### src/rtl/fpu_share_arbiter.sv
`timescale 1ns/1ps
// Round-robin arbiter sharing one multi-cycle FPU between two valid/ready requesters.
// state | meaning: IDLE accept request | ISSUE fpu_en strobe | WAIT count down for fpu_ready | RESP hold result for owner
module fpu_share_arbiter #(
  parameter int unsigned TIMEOUT = 15,
  parameter int unsigned CTL_MAX = 20
) (
  input  logic        clk,
  input  logic        rst,
  input  logic        req0_valid,
  output logic        req0_ready,
  input  logic [4:0]  req0_ctl,
  input  logic [31:0] req0_x1,
  input  logic [31:0] req0_x2,
  input  logic        req1_valid,
  output logic        req1_ready,
  input  logic [4:0]  req1_ctl,
  input  logic [31:0] req1_x1,
  input  logic [31:0] req1_x2,
  output logic        resp0_valid,
  input  logic        resp0_ready,
  output logic [31:0] resp0_data,
  output logic        resp0_err,
  output logic        resp1_valid,
  input  logic        resp1_ready,
  output logic [31:0] resp1_data,
  output logic        resp1_err,
  output logic        fpu_en,
  output logic [4:0]  fpu_ctl,
  output logic [31:0] fpu_x1,
  output logic [31:0] fpu_x2,
  input  logic [31:0] fpu_y,
  input  logic        fpu_ready,
  output logic        busy
);

  localparam int unsigned TW = (TIMEOUT > 1) ? $clog2(TIMEOUT) : 1;

  typedef enum logic [1:0] {S_IDLE, S_ISSUE, S_WAIT, S_RESP} state_e;

  state_e        state_q, state_d;
  logic          owner_q, owner_d;
  logic          last_grant_q, last_grant_d;
  logic [TW-1:0] timer_q, timer_d;
  logic [4:0]    ctl_q, ctl_d;
  logic [31:0]   x1_q, x1_d, x2_q, x2_d;
  logic [31:0]   rdata0_q, rdata0_d, rdata1_q, rdata1_d;
  logic          rerr0_q, rerr0_d, rerr1_q, rerr1_d;

  logic          grant;
  logic          hs;
  logic [4:0]    sel_ctl;
  logic [31:0]   sel_x1, sel_x2;
  logic          cap_en, cap_who, cap_err;
  logic [31:0]   cap_data;

  // With both valid, the requester that did not win last time goes next.
  always_comb begin
    if (req0_valid && req1_valid) grant = ~last_grant_q;
    else                          grant = req1_valid;
  end

  assign req0_ready = (state_q == S_IDLE) && req0_valid && !grant;
  assign req1_ready = (state_q == S_IDLE) && req1_valid && grant;
  assign hs         = req0_ready || req1_ready;
  assign sel_ctl    = grant ? req1_ctl : req0_ctl;
  assign sel_x1     = grant ? req1_x1  : req0_x1;
  assign sel_x2     = grant ? req1_x2  : req0_x2;

  always_comb begin
    state_d      = state_q;
    owner_d      = owner_q;
    last_grant_d = last_grant_q;
    timer_d      = timer_q;
    ctl_d        = ctl_q;
    x1_d         = x1_q;
    x2_d         = x2_q;
    cap_en       = 1'b0;
    cap_who      = owner_q;
    cap_data     = 32'd0;
    cap_err      = 1'b0;
    case (state_q)
      S_IDLE: begin
        if (hs) begin
          ctl_d        = sel_ctl;
          x1_d         = sel_x1;
          x2_d         = sel_x2;
          owner_d      = grant;
          last_grant_d = grant;
          if (sel_ctl > 5'(CTL_MAX)) begin
            cap_en  = 1'b1;
            cap_who = grant;
            cap_err = 1'b1;
            state_d = S_RESP;
          end else begin
            state_d = S_ISSUE;
          end
        end
      end
      S_ISSUE: begin
        timer_d = TW'(TIMEOUT - 1);
        state_d = S_WAIT;
      end
      S_WAIT: begin
        // A ready pulse on the expiry cycle still counts as a good result.
        if (fpu_ready) begin
          cap_en   = 1'b1;
          cap_data = fpu_y;
          state_d  = S_RESP;
        end else if (timer_q == '0) begin
          cap_en  = 1'b1;
          cap_err = 1'b1;
          state_d = S_RESP;
        end else begin
          timer_d = timer_q - TW'(1);
        end
      end
      S_RESP: begin
        if (owner_q ? resp1_ready : resp0_ready) state_d = S_IDLE;
      end
      default: state_d = S_IDLE;
    endcase
  end

  always_comb begin
    rdata0_d = rdata0_q;
    rerr0_d  = rerr0_q;
    rdata1_d = rdata1_q;
    rerr1_d  = rerr1_q;
    if (cap_en && !cap_who) begin
      rdata0_d = cap_data;
      rerr0_d  = cap_err;
    end
    if (cap_en && cap_who) begin
      rdata1_d = cap_data;
      rerr1_d  = cap_err;
    end
  end

  always_ff @(posedge clk or posedge rst) begin
    if (rst) begin
      state_q      <= S_IDLE;
      owner_q      <= 1'b0;
      last_grant_q <= 1'b1;
      timer_q      <= '0;
      ctl_q        <= 5'd0;
      x1_q         <= 32'd0;
      x2_q         <= 32'd0;
      rdata0_q     <= 32'd0;
      rerr0_q      <= 1'b0;
      rdata1_q     <= 32'd0;
      rerr1_q      <= 1'b0;
    end else begin
      state_q      <= state_d;
      owner_q      <= owner_d;
      last_grant_q <= last_grant_d;
      timer_q      <= timer_d;
      ctl_q        <= ctl_d;
      x1_q         <= x1_d;
      x2_q         <= x2_d;
      rdata0_q     <= rdata0_d;
      rerr0_q      <= rerr0_d;
      rdata1_q     <= rdata1_d;
      rerr1_q      <= rerr1_d;
    end
  end

  assign fpu_en      = (state_q == S_ISSUE);
  assign fpu_ctl     = ctl_q;
  assign fpu_x1      = x1_q;
  assign fpu_x2      = x2_q;
  assign busy        = (state_q != S_IDLE);
  assign resp0_valid = (state_q == S_RESP) && !owner_q;
  assign resp1_valid = (state_q == S_RESP) && owner_q;
  assign resp0_data  = rdata0_q;
  assign resp0_err   = rerr0_q;
  assign resp1_data  = rdata1_q;
  assign resp1_err   = rerr1_q;

endmodule

### config.mk
export PLATFORM = sky130hd
export DESIGN_NAME = fpu_share_arbiter
export DESIGN_NICKNAME = d
export VERILOG_FILES = /design/src/rtl/fpu_share_arbiter.sv
export SDC_FILE = /design/constraint.sdc
export NUM_CORES = 1
export LEC_CHECK = 0
export ABC_AREA = 1
export BUFFER_PORTS_ARGS = -buffer_cell sky130_fd_sc_hd__buf_2
export CORE_MARGIN = 10
export CORE_UTILIZATION = 43
export CTS_BUF_LIST = sky130_fd_sc_hd__clkbuf_8
export DETAILED_ROUTE_END_ITERATION = 16
export HOLD_SLACK_MARGIN = 0.08
export PLACE_DENSITY = 0.78
export SYNTH_ARGS = -nofsm -noshare
export SYNTH_HDL_FRONTEND = slang
export SYNTH_SLANG_ARGS = --single-unit
export TNS_END_PERCENT = 1
### constraint.sdc
create_clock -name clk -period 4.8 [get_ports clk]
set_clock_uncertainty 0.05 [all_clocks]
set_input_delay 0.96 -clock clk [delete_from_list [all_inputs] [get_ports clk]]
set_output_delay 0.96 -clock clk [all_outputs]
set_load 0.02 [all_outputs]
==> impl_metrics.env, run 1 <==
export IMPL_syn_inst=818
export IMPL_drc_errors=0
export IMPL_cts_setup_buffers=0
export IMPL_dieHeight_um=143.8
export IMPL_min_period_ns=3.565
export IMPL_path_max_fanout=64
export IMPL_cts_tree="yes"
export IMPL_r2r_start="state_q[0]"
export IMPL_reg2reg_slack_ns=1.44
export IMPL_cts_buffer_depth=2
export IMPL_min_path_type="reg2reg"
export IMPL_syn_num_nets=1001
export IMPL_async_reset_ff_share_pct=100.0
export IMPL_ys_ff_latch=143
export IMPL_wire_per_inst_um=17.06
export IMPL_cts_reportedPaths_clkPinSlew_ns=0.07
export IMPL_post_route_util_pct=56.94
export IMPL_die_w_um=143.8
export IMPL_rsz0062_at_grt="no"
export IMPL_path_class="in2out"
export IMPL_p_leak_nw=4.916
export IMPL_hold_viol_final=0
export IMPL_routed_via_density=4.979
export IMPL_io_pin_count=318
export IMPL_final_setup_tns_ns=0
export IMPL_dp_hpwl_mm=16.62
export IMPL_vdd_ir_drop_max_mv=0.4025
export IMPL_clock_sinks=143
export IMPL_clk_latency_ns=0.45
export IMPL_grt_max_degree=144
export IMPL_setup_slack_ns=1.235
export IMPL_hold_path_endpoint="resp0_err"
export IMPL_synth_main_ff_cell="dfrtp_1"
export IMPL_arrival_ns=2.55
export IMPL_grt_pass1_wl_mm=34.53
export IMPL_cts_max_level=4
export IMPL_required_ns=3.79
export IMPL_grt_ovfl_total=0
export IMPL_synth_edff_count=0
export IMPL_ys_warn_count=0
export IMPL_synth_yosys_seq_area_share_pct=54.36
export IMPL_wl_mm=22.35
export IMPL_slew_violations=0
export IMPL_antenna_found_initial=6
export IMPL_cts_root_buf="clkbuf_8"
export IMPL_grt_pass1_vias=6584
export IMPL_fin_crit_sh_pct=74.26
export IMPL_dpl_worst_slack_ns=0.9137
export IMPL_rr_endpoint="resp0_data[11]"
export IMPL_worst_hold_slack_ns=0.4182
export IMPL_core_um2=15090
export IMPL_ant_nets=0
export IMPL_die_area_um2=20660
export IMPL_cts_resized=0
export IMPL_drive_gt1_share_pct=32.89
export IMPL_avgSynthCellArea_um2=8.050
export IMPL_max_cap_viol_count=0
export IMPL_syn_area_um2=6585
export IMPL_grt_use_total_pct=21.18
export IMPL_final_setup_viol_count=0
export IMPL_critPathLaunchType="primary input"
export IMPL_worst_pin_slew_ns=1.156
export IMPL_fmax_mhz=280.5
export IMPL_drt_iter0_markers=369
export IMPL_endpoint_kind="output port"
export IMPL_port_buffers=317
export IMPL_drt_pre_antenna_iters=5
export IMPL_synthToLayoutAreaGrowth_pct=30.48
export IMPL_max_slew_margin_pct=22.78
export IMPL_fin_nets=1290
export IMPL_vias=6522
export IMPL_reg2reg_depth=11
export IMPL_status="finished, final reports clean"
export IMPL_yosysUniqueCellTypes=30
export IMPL_holdBufCountCts=0
export IMPL_hold_start="resp0_err"
export IMPL_min_path_cells=2
export IMPL_placementRows=45
export IMPL_place_congestion=0.8370
export IMPL_start_util_pct=43.64
export IMPL_power_density_nw_per_um2=666.2
export IMPL_numCtsBuffers=17
-- flip-flops by register name, indices dropped and copies added, names as in the netlist --
signal	flops
fpu_ctl	5
fpu_x1	32
fpu_x2	32
last_grant_q	1
owner_q	1
resp0_data	32
resp0_err	1
resp1_data	32
resp1_err	1
state_q	2
timer_q	4
-- worst max-delay path, stage by stage --
cell and delay [ns]:
buf_2 0.10, nand2_1 0.12, nand2_2 0.31, inv_2 0.21, buf_4 0.56, nor2_1 0.08
buf_2 0.20
-- metrics by stage --
stage	cells	power, mW	cell area [µm²]
6_report	1310	5.724	8592
5_1_grt	1309	6.160	8589
4_1_cts	1307	5.780	8584
3_5_place_dp	1276	4.831	8203
3_3_place_gp	1276	4.759	8203
2_1_floorplan	818	3.897	6589
-- power breakdown --
| group | internal, mW | switching, mW | total (mW) |
|---|---|---|---|
| sequential | 1.74 | 0.290 | 2.03 |
| clock | 0.480 | 0.462 | 0.941 |
| combinational | 0.834 | 1.92 | 2.76 |
| total | 3.05 | 2.67 | 5.72 |
-- logic make-up after synthesis --
family | Yosys count | share of synthesized area [%]
flops | 143 | 54.36
simple gates | 478 | 29.51
compound gates | 85 | 7.866
fa+ha+maj | 6 | 1.140
buf+inv | 105 | 6.992
xor+xnor | 1 | 0.1330
-- worst max-delay path by stage --
stage               startpoint        endpoint  slack [ns]
finish              req0_valid      req0_ready        1.24
global route        req0_valid      req0_ready        1.05
CTS                 req0_valid      req0_ready        1.25
detailed placement  req0_valid  resp1_data[21]        0.91
global placement    req0_valid  resp0_data[25]        1.01
floorplan                  rst      fpu_ctl[0]        2.00
-- Yosys cell counts, types with 2 or more instances --
cell type    n  share of area [%]
ha_1         6                1.1
buf_4        7               0.80
dfrtp_1    142                 54
o21ai_0     12               0.91
a21oi_1      2               0.15
o21ai_1      2               0.15
buf_6        4               0.68
inv_1       52                3.0
buf_1        2               0.11
nand2_1    290                 17
a31oi_1     65                6.2
nand2_4      3               0.51
clkbuf_1    30                1.7
buf_2        8               0.61
nand3_1     73                5.5
nand3_2      2               0.30
nand2_2      4               0.38
inv_2        2               0.11
nor2_1     101                5.8
-- metal layers --
layer  GRT usage (%)  routed length (µm)
met5               0                  44
met4           6.556                 281
met3           10.69                2788
met2           34.14               10790
met1           24.04                8444
-- placed cells by master, fill, tap and decap left out, types with 2 or more instances in the layout --
master	instances
buf_2	317
nand2_4	4
clkinv_2	5
bufinv_16	2
o21ai_1	2
diode_2	3
buf_4	3
inv_1	52
clkinvlp_4	4
nand2_2	4
a21oi_1	2
a31oi_1	65
dfrtp_1	142
o21ai_0	12
inv_2	2
nand2_1	289
ha_1	6
nand3_2	2
nor2_1	101
clkbuf_8	19
nand3_1	73
-- area by class of cell --
| cell class | instances | area (µm²) |
|---|---|---|
| Multi-Input combinational cell | 570 | 2552 |
| Antenna cell | 3 | 7.507 |
| Tap cell | 188 | 235.2 |
| Timing Repair Buffer | 321 | 1629 |
| Inverter | 54 | 206.4 |
| Sequential cell | 143 | 3580 |
| Clock inverter | 12 | 120.1 |
| Fill cell | 1442 | 6497 |
| Clock buffer | 19 | 261.5 |
Power figures use the tool's default switching activity.
==> inputs of run 2 (changes only) <==
--- a/config.mk
+++ b/config.mk
@@ -8,11 +8,11 @@
 export ABC_AREA = 1
 export BUFFER_PORTS_ARGS = -buffer_cell sky130_fd_sc_hd__buf_2
 export CORE_MARGIN = 10
-export CORE_UTILIZATION = 43
+export CORE_UTILIZATION = 48
 export CTS_BUF_LIST = sky130_fd_sc_hd__clkbuf_8
 export DETAILED_ROUTE_END_ITERATION = 16
 export HOLD_SLACK_MARGIN = 0.08
-export PLACE_DENSITY = 0.78
+export PLACE_DENSITY = 0.83
 export SYNTH_ARGS = -nofsm -noshare
 export SYNTH_HDL_FRONTEND = slang
 export SYNTH_SLANG_ARGS = --single-unit
==> constraint.sdc (replaced) <==
create_clock -name clk -period 3.4 [get_ports clk]
set_clock_uncertainty 0.05 [all_clocks]
set_input_delay 0.68 -clock clk [delete_from_list [all_inputs] [get_ports clk]]
set_output_delay 0.68 -clock clk [all_outputs]
set_load 0.02 [all_outputs]
==> run 2 against run 1 <==
  * Clock power rose by 56%
  * Largest power group unchanged
  * Power grew 44%
  * Highest routed layer unchanged
  * Via count increased by 2.4%
  * Final cell count shrank 0.38%
  * Critical path type is now reg2reg
  * Sequential share of layout area is 0.28 points lower
  * Global-route usage rose by 2.3 points
  * Largest cell class unchanged
  * Utilization grew 7.9 points
  * First-iteration DRC count up 25%
  * Sequential cell count unchanged
  * Critical path depth grew 4
==> impl_metrics.env, run 2 (synthesized netlist as in run 1, its figures left out) <==
export IMPL_status="finished, final reports clean"
export IMPL_min_path_cells=3
export IMPL_max_stage_delay_ns=0.59
export IMPL_crit_chain="nand2_1 -> nand2_2 -> inv_2 -> nand2_1 -> nand2_1 -> nand2_1 -> nand2_4 -> nand3_1 -> nand3_2 -> nand2_1 -> nand2_1"
export IMPL_wl_mm=22.52
export IMPL_drc_errors=0
export IMPL_antenna_found_initial=7
export IMPL_min_period_ns=2.686
export IMPL_endpoint_kind="flop"
export IMPL_grt_max_degree=78
export IMPL_max_slew_margin_pct=23.12
export IMPL_drive_gt1_share_pct=33.04
export IMPL_reg2reg_depth=11
export IMPL_path_class="reg2reg"
export IMPL_layout_commonest_cell="buf_2"
export IMPL_slew_violations=0
export IMPL_vias=6680
export IMPL_comb_power_share_pct=47.4
export IMPL_port_buffers=317
export IMPL_ant_nets=0
export IMPL_critPathSlowestCell="nand3_2"
export IMPL_hold_start="req1_x1[13]"
export IMPL_startpoint="last_grant_q"
export IMPL_p_switching_mw=3.794
export IMPL_critPathTopFamily="simple AND/OR/NAND/NOR gates"
export IMPL_grt_use_total_pct=23.44
export IMPL_cts_tree="yes"
export IMPL_placed_cells=1267
export IMPL_hold_path_endpoint="fpu_x1[13]"
export IMPL_numCtsBuffers=17
export IMPL_max_cap_viol_count=0
export IMPL_p_int_mw=4.458
export IMPL_start_util_pct=49.33
export IMPL_cts_resized=0
export IMPL_drt_pre_antenna_iters=5
export IMPL_reg2reg_slack_ns=0.71
export IMPL_r2r_start="last_grant_q"
export IMPL_min_path_type="in2reg"
export IMPL_rsz0062_at_grt="no"
export IMPL_p_leak_nw=4.952
export IMPL_cp_common_cell="nand2_1"
export IMPL_final_setup_tns_ns=0
export IMPL_core_um2=13350
export IMPL_routed_via_density=5.119
export IMPL_final_setup_viol_count=0
export IMPL_stdcell_count=1305
export IMPL_grt_ovfl_total=0
export IMPL_dieHeight_um=137.1
export IMPL_die_area_um2=18800
export IMPL_placementRows=42
export IMPL_power_frac_seq_pct=34.8
export IMPL_power_density_nw_per_um2=954.1
export IMPL_drt_iter0_markers=460
export IMPL_netSwitchingFraction_pct=45.97
export IMPL_required_ns=3.67
export IMPL_dp_hpwl_mm=16.88
export IMPL_cts_setup_buffers=0
export IMPL_grt_pass1_vias=6557
export IMPL_hold_viol_final=0
export IMPL_clk_latency_ns=0.45
export IMPL_worst_pin_slew_ns=1.150
export IMPL_cts_reportedPaths_clkPinSlew_ns=0.08
export IMPL_clock_sinks=143
export IMPL_p_clk_share_pct=17.8
export IMPL_path_max_fanout=33
export IMPL_holdBufCountCts=0
export IMPL_grt_pass1_wl_mm=34.36
export IMPL_place_congestion=0.8517
export IMPL_io_pin_count=318
export IMPL_fin_crit_sh_pct=78.99
export IMPL_rr_endpoint="resp1_data[14]"
export IMPL_cts_max_level=4
export IMPL_cts_root_buf="clkbuf_8"
export IMPL_crit_buf_inv=1
export IMPL_critPathLaunchType="flop"
export IMPL_mostFrequentLayoutCells="buf_2, nand2_1, dfrtp_1"
export IMPL_vdd_ir_drop_max_mv=0.6669
export IMPL_wire_per_inst_um=17.26
export IMPL_die_w_um=137.1
export IMPL_fmax_mhz=372.4
export IMPL_synthToLayoutAreaGrowth_pct=31.35
export IMPL_arrival_ns=2.96
export IMPL_fin_nets=1293
export IMPL_cts_buffer_depth=2
-- run 2: changes by cell type in the layout (fill, tap and decap cells not counted), sizes merged --
cell and change:
clkinv -5, buf +3, bufinv +1, inv +2, diode +3, clkbuf +3
-- run 2: layout make-up --
| type | instances | area [µm²] |
|---|---|---|
| well taps | 176 | 220.2 |
| multi-input cells | 570 | 2552 |
| inverters | 54 | 206.4 |
| flip-flops and latches | 143 | 3580 |
| repair buffers | 324 | 1639 |
| fillers | 1153 | 4698 |
| diodes | 6 | 15.01 |
| clock inverters | 10 | 133.9 |
| clock buffers | 22 | 302.8 |
-- run 2: worst max-delay path by stage --
stage,endpoint,slack (ns),cells past startpoint
after floorplan,fpu_ctl[0],0.88,1
after global placement,resp1_data[0],0.43,13
after detailed placement,resp1_data[27],0.36,13
after CTS,resp1_data[27],0.69,11
after global routing,resp0_data[30],0.43,11
final,resp1_data[14],0.71,11
-- run 2: per-stage QoR --
stage	total power, mW	setup WS (ns)	cell area [µm²]	hold WS [ns]	utilization [%]
5_1_grt	8.844	0.4269	8645	0.3945	64.76
6_report	8.252	0.7145	8650	0.4160	64.80
3_5_place_dp	6.824	0.3619	8198	0.4033	61.42
2_1_floorplan	5.502	0.8798	6589	0.4025	-
3_3_place_gp	6.724	0.4345	8198	0.3995	61.42
4_1_cts	8.298	0.6868	8635	0.3847	64.69
-- run 2: tightest hold or removal path, cell delays in order --
cell	delay (ns)
buf_2	0.09
nand2_1	0.05
a31oi_1	0.06
-- run 2: power groups by stage --
stage / sequential (mW) / clock, mW / combinational, mW
6_report: 2.87 / 1.47 / 3.91
5_1_grt: 2.96 / 1.57 / 4.31
4_1_cts: 2.87 / 1.49 / 3.94
3_5_place_dp: 2.89 / 0 / 3.94
3_3_place_gp: 2.86 / 0 / 3.87
2_1_floorplan: 3.71 / 0 / 1.79
-- run 2: per-layer routing --
metal | vias up | GRT usage (%) | wire [µm]
met2 | 358 | 37.33 | 10850
met4 | 4 | 10.13 | 570
met1 | 3069 | 26.01 | 7980
met5 | - | 0 | 21
li1 | 3200 | - | -
met3 | 49 | 11.73 | 3103
